**src/rtl/cpu_ctrl_pkg.sv**
```systemverilog
// cpu_ctrl_pkg: shared opcodes, one-hot FSM encoding, control-bus bit indices and decode record
package cpu_ctrl_pkg;

  localparam logic [3:0] OP_LDI = 4'd0;
  localparam logic [3:0] OP_STA = 4'd1;
  localparam logic [3:0] OP_ADD = 4'd2;
  localparam logic [3:0] OP_SUB = 4'd3;
  localparam logic [3:0] OP_JMP = 4'd4;
  localparam logic [3:0] OP_JMI = 4'd5;
  localparam logic [3:0] OP_JEQ = 4'd6;
  localparam logic [3:0] OP_STP = 4'd7;
  localparam logic [3:0] OP_LDA = 4'd8;

  localparam int DC_ACC_LOAD = 0;
  localparam int DC_MUX3     = 1;
  localparam int DC_ALU      = 2;

  localparam int JF_SKIP   = 0;
  localparam int JF_MI     = 1;
  localparam int JF_EQ_BAR = 2;

  typedef enum logic [2:0] {
    S_HALT  = 3'b000,
    S_FETCH = 3'b001,
    S_EXEC1 = 3'b010,
    S_EXEC2 = 3'b100
  } state_e;

  typedef struct packed {
    logic ldi;
    logic sta;
    logic add;
    logic sub;
    logic jmp;
    logic jmi;
    logic jeq;
    logic stp;
    logic lda;
    logic ill;
  } dec_t;

endpackage

```
**src/rtl/ctrl_decode.sv**
```systemverilog
// ctrl_decode: combinational opcode decode and branch-taken evaluation
module ctrl_decode
  import cpu_ctrl_pkg::*;
#(
  parameter int OPC_W = 4
) (
  input  logic [OPC_W-1:0] inst,
  input  logic [2:0]       jmp_flags,
  output dec_t             dec,
  output logic             taken
);

  logic       ill;
  logic [3:0] op;

  // any set bit above the 4-bit opcode field makes the instruction a NOP flagged as illegal
  always_comb begin
    ill       = (inst >> 4) != '0;
    op        = inst[3:0];
    dec       = '0;
    dec.ill   = ill;
    dec.ldi   = !ill && op == OP_LDI;
    dec.sta   = !ill && op == OP_STA;
    dec.add   = !ill && op == OP_ADD;
    dec.sub   = !ill && op == OP_SUB;
    dec.jmp   = !ill && op == OP_JMP;
    dec.jmi   = !ill && op == OP_JMI;
    dec.jeq   = !ill && op == OP_JEQ;
    dec.stp   = !ill && op == OP_STP;
    dec.lda   = !ill && op == OP_LDA;
    taken     = dec.jmp | (dec.jmi & jmp_flags[JF_MI]) | (dec.jeq & ~jmp_flags[JF_EQ_BAR]);
  end

endmodule

```
**src/rtl/ctrl_sequencer.sv**
```systemverilog
// ctrl_sequencer: FETCH/EXEC1/EXEC2/HALT control FSM with retire counter; CTRL_SEQ_WAIT_EN adds mem_ready stalls
module ctrl_sequencer
  import cpu_ctrl_pkg::*;
#(
  parameter int OPC_W = 4,
  parameter int CNT_W = 16
) (
  input  logic             clk,
  input  logic             rst_n,
  input  logic [OPC_W-1:0] inst,
  input  logic [2:0]       jmp_flags,
  input  logic             mem_ready,
  input  logic             run,
  output logic [2:0]       data_ctrl,
  output logic             e,
  output logic             mux1,
  output logic             wr_en,
  output logic             pc_load,
  output logic             pc_inc,
  output logic             p,
  output logic [2:0]       state,
  output logic             halted,
  output logic             illegal,
  output logic [CNT_W-1:0] retired
);

  state_e           state_q, state_d;
  logic [CNT_W-1:0] retired_q, retired_d;
  logic             illegal_q, illegal_d;
  dec_t             dec;
  logic             taken;
  logic             mem_ok;
  logic             retire;
  logic             fet, ex1, ex2, stall;

  ctrl_decode #(.OPC_W(OPC_W)) u_decode (
    .inst      (inst),
    .jmp_flags (jmp_flags),
    .dec       (dec),
    .taken     (taken)
  );

`ifdef CTRL_SEQ_WAIT_EN
  assign mem_ok = mem_ready;
`else
  assign mem_ok = mem_ready | 1'b1;
`endif

  // next state, retire event and sticky illegal flag
  always_comb begin
    unique case (state_q)
      S_FETCH: state_d = mem_ok ? S_EXEC1 : S_FETCH;
      S_EXEC1: state_d = (dec.lda | dec.add | dec.sub) ? S_EXEC2 : dec.stp ? S_HALT : S_FETCH;
      S_EXEC2: state_d = mem_ok ? S_FETCH : S_EXEC2;
      default: state_d = run ? S_FETCH : S_HALT;
    endcase
    retire    = (state_q == S_EXEC1 && state_d != S_EXEC2) || (state_q == S_EXEC2 && mem_ok);
    retired_d = retired_q + {{(CNT_W-1){1'b0}}, retire};
    illegal_d = illegal_q | (state_q == S_EXEC1 && dec.ill);
  end

  // state, counter and sticky flag registers; reset abandons any instruction in flight
  always_ff @(posedge clk or negedge rst_n) begin
    if (!rst_n) begin
      state_q   <= S_FETCH;
      retired_q <= '0;
      illegal_q <= 1'b0;
    end else begin
      state_q   <= state_d;
      retired_q <= retired_d;
      illegal_q <= illegal_d;
    end
  end

  // datapath strobes from the current state; all forced low while reset is asserted
  always_comb begin
    fet       = rst_n && state_q == S_FETCH;
    ex1       = rst_n && state_q == S_EXEC1;
    ex2       = rst_n && state_q == S_EXEC2;
    stall     = ~mem_ok & (fet | ex2);
    p         = (ex1 | ex2) & (dec.lda | dec.ldi | dec.jmp | dec.jmi | dec.jeq);
    e         = (ex1 | ex2) & (dec.lda | dec.add | dec.sub);
    mux1      = (ex1 & (dec.lda | taken)) | ((ex1 | ex2) & (dec.sta | dec.add | dec.sub));
    wr_en     = ex1 & dec.sta & ~stall;
    pc_load   = ((ex1 & taken) | (fet & jmp_flags[JF_SKIP])) & ~stall;
    pc_inc    = ex1 & ~dec.stp & ~taken & ~stall;
    data_ctrl = '0;
    data_ctrl[DC_ALU]      = (ex1 | ex2) & dec.add;
    data_ctrl[DC_MUX3]     = (ex1 | ex2) & (dec.add | dec.sub);
    data_ctrl[DC_ACC_LOAD] = ((ex1 & dec.ldi) | (ex2 & (dec.lda | dec.add | dec.sub))) & ~stall;
  end

  assign state   = state_q;
  assign halted  = state_q == S_HALT;
  assign illegal = illegal_q;
  assign retired = retired_q;

endmodule

```
**config.mk**
```make
export PLATFORM = sky130hd
export DESIGN_NAME = ctrl_sequencer
export DESIGN_NICKNAME = d
export VERILOG_FILES = /design/src/rtl/cpu_ctrl_pkg.sv /design/src/rtl/ctrl_decode.sv /design/src/rtl/ctrl_sequencer.sv
export SDC_FILE = /design/constraint.sdc
export NUM_CORES = 1
export LEC_CHECK = 0
export BUFFER_PORTS_ARGS = -buffer_cell sky130_fd_sc_hd__buf_2
export CAP_MARGIN = 20
export CORE_UTILIZATION = 30
export CTS_CLUSTER_DIAMETER = 30
export DETAILED_ROUTE_END_ITERATION = 10
export GPL_TIMING_DRIVEN = 0
export PLACE_DENSITY = 0.6
export SYNTH_ARGS = -nofsm -noshare
export SYNTH_HDL_FRONTEND = slang
export SYNTH_HIERARCHICAL = 1
export SYNTH_SLANG_ARGS = --single-unit
```
**constraint.sdc**
```tcl
create_clock -name clk -period 2.6 [get_ports clk]
set_clock_uncertainty 0.05 [all_clocks]
set_input_delay 0.39 -clock clk [delete_from_list [all_inputs] [get_ports clk]]
set_output_delay 0.39 -clock clk [all_outputs]
set_load 0.03 [all_outputs]
```
==> metrics.md <==
| Metric | Value |
|---|---|
| Status | `completed` |
| Die Height | `63.1 um` |
| First-pass GRT wire length | `4.27 mm` |
| Post-Route Utilization | `41.6%` |
| Post-layout min period | `2350 ps` |
| Critical Path End Type | `flip-flop` |
| Vias in the first global route | `934` |
| CTS buffer count | `3` |
| Final worst-path cycle share | `90.5%` |
| Share of post-route cells with drive strength above 1 | `30.4%` |
| Yosys Warn Count | `6` |
| Hold_buf cts | `0` |
| Initial DRC Count | `48` |
| DRT Pass-1 Iters | `4` |
| # H-tree levels | `1` |
| Pwr Density | `758 nW/um^2` |
| WL final | `2.49 mm` |
| Mean Syn Cell Area | `9.41 sq um` |
| VDD IR max | `244 uV` |
| Highest Clock Rate | `425 MHz` |
| Final HPWL DP | `1.89 mm` |
| Post-route DRC | `0` |
| Setup TNS | `0 ps` |
| Initial antenna violation count | `0` |
| CTS tree | `yes` |
| Least-Margin Pin Slew | `638 ps` |
| Max-Cap Viols | `0` |
| Rows | `21` |
| Routability cong. | `0.919` |
| Area Growth Syn to Fin | `27.8%` |
| Final #Nets | `175` |
| Reg clk slew, reported paths | `70 ps` |
| N_diodes | `0` |
| Async S/R FF share, synth | `100%` |
| Number of synthesized flops with an enable pin | `0` |
| I/O pins | `41` |
| Slew Limit Fails | `0` |
| Startpoint Class | `input port` |
| Top cells by count, synth | `dfrtp_1, nor2_1, nor3_1` |
| Die width | `63.1 um` |
| Top-count cell post-synth | `dfrtp_1` |
| Rel. slew slack | `56.9%` |
| Die area | `3980 sq um` |
| Overall global routing resource usage | `13.4%` |
| DR vias | `1024` |
| Setup-failing EPs final | `0` |
| Clk_lat worst skew | `250 ps` |
| Routed length per instance | `12.0 um` |
| Clock root buffer | `clkbuf_8` |
| Register area share after synthesis | `44.8%` |
| Mapped cell area | `1120 sq um` |
| RSZ-0062 raised after global routing | `no` |
| Core Area | `3440 sq um` |
| Syn nets | `132` |
| Yosys cell types | `35` |
| Crit path kind | `input port to flip-flop` |
| Ys flop type | `dfrtp_1` |
| Largest area contributor in the netlist | `dfrtp_1` |
| Final hold viol count | `0` |
| Post-DR vias/cell | `4.95` |
| Starting Density | `32.5%` |
| Tightest Hold Check Type | `input port to asynchronous set/reset pin` |
| Largest cells by area after synthesis | `dfrtp_1, xor2_1, xnor2_1` |
| CTS max path bufs | `2` |
| Synth top area share | `42.5%` |
| #FFs+latches synth | `20` |
| Critical path data arrival time | `2440 ps` |
| Max FO, Critical Path | `8` |
| Total leakage power | `0.000703 uW` |
| Antenna Violating Nets Remaining | `0` |
| Largest net degree at the start of global routing | `24` |
| Required @ worst endpoint | `2690 ps` |
| Port Buffers | `39` |
| Cells after Synth | `119` |
| GRT overflow | `0` |
| Clock sinks | `20` |
| Post-CTS Setup Repair Bufs | `0` |
[worst max-delay path: stages]
cell and delay (ps):
buf_2 140, nand2b_1 140, nor3_1 90, nor3_2 310, a21oi_1 110, nor2_1 110, ha_1 260, ha_2 310
inv_1 50, or3_1 380, xnor2_1 140
[per-stage QoR]
step / setup WS, ps / instances / cell area, sq um / hold WS, ps / total power (uW)
floorplan: 93.7 / 119 / 1120 / 44.4 / 724
global placement: -315 / 204 / 1370 / 320 / 844
detailed placement: -358 / 204 / 1370 / 328 / 861
CTS: 65.0 / 208 / 1430 / 51.5 / 1100
global route: 37.4 / 207 / 1430 / 72.1 / 1150
finish: 246 / 207 / 1430 / 37.4 / 1090
[cell type report]
type / instances / area [sq um]
fill: 342 / 2010
multi-input combinational: 92 / 596
sequential: 20 / 502
timing repair buffer: 39 / 195
tap: 46 / 57.6
clock buffer: 4 / 55.1
inverter: 5 / 18.8
buffer: 1 / 7.51
[cells by family (layout without fill, tap and decap cells)]
logic type	count (synthesis)	count (layout)	share of synthesized area, %
simple gates	63	63	31.8
xor+xnor	14	14	10.9
flops	20	20	44.8
fa+ha+maj	3	3	3.13
compound gates	11	11	6.26
other cells	1	1	0.335
buf+inv	7	49	2.68
[timing repair]
item	4_1_cts	5_1_grt
pin swaps	0	0
endpoints found under the setup margin	2	3
gates resized for setup	1	1
[worst paths after layout]
| kind | startpoint | end | slack [ps] | cells past startpoint |
|---|---|---|---|---|
| worst min register to register | retired[15] | retired[15] | 420 | 1 |
| min in group clk | run | state[0] | 340 | 3 |
| max in group asynchronous | rst_n | state[0] | 2110 | 1 |
| worst max-delay path | inst[0] | retired[10] | 250 | 11 |
| worst max register to register | state[1] | retired[10] | 280 | 8 |
| worst min-delay path | rst_n | state[1] | 40 | 1 |
[registers in the layout, indices dropped and copies added, names as in the netlist]
register  cells
state         3
retired      16
illegal       1
[layer usage]
| metal | routed length (um) | vias up | GRT usage, % |
|---|---|---|---|
| li1 | - | 503 | - |
| met1 | 1220 | 485 | 19.5 |
| met2 | 1090 | 32 | 19.4 |
| met3 | 124 | 4 | 1.99 |
| met4 | 51 | 0 | 6.40 |
| met5 | 0 | - | 0 |
[where the power goes]
part	internal, uW	switching [uW]	total [uW]
sequential	370	93.0	463
clock	135	98.0	232
combinational	127	264	390
total	631	455	1090
[cells in the final DEF, fill, tap and decap left out, types with 2 or more instances in the layout]
master / n
nand2b_1: 4
o21ai_0: 2
nor3_1: 8
nand3_1: 5
nor4_1: 6
clkbuf_8: 4
a21oi_1: 3
dfrtp_1: 19
nand4_1: 5
nor2_1: 13
nor2b_1: 4
nand2_1: 7
nor4b_1: 2
inv_1: 5
xnor2_1: 6
xor2_1: 8
buf_2: 39
No activity file was read; power rests on OpenSTA's default activity.
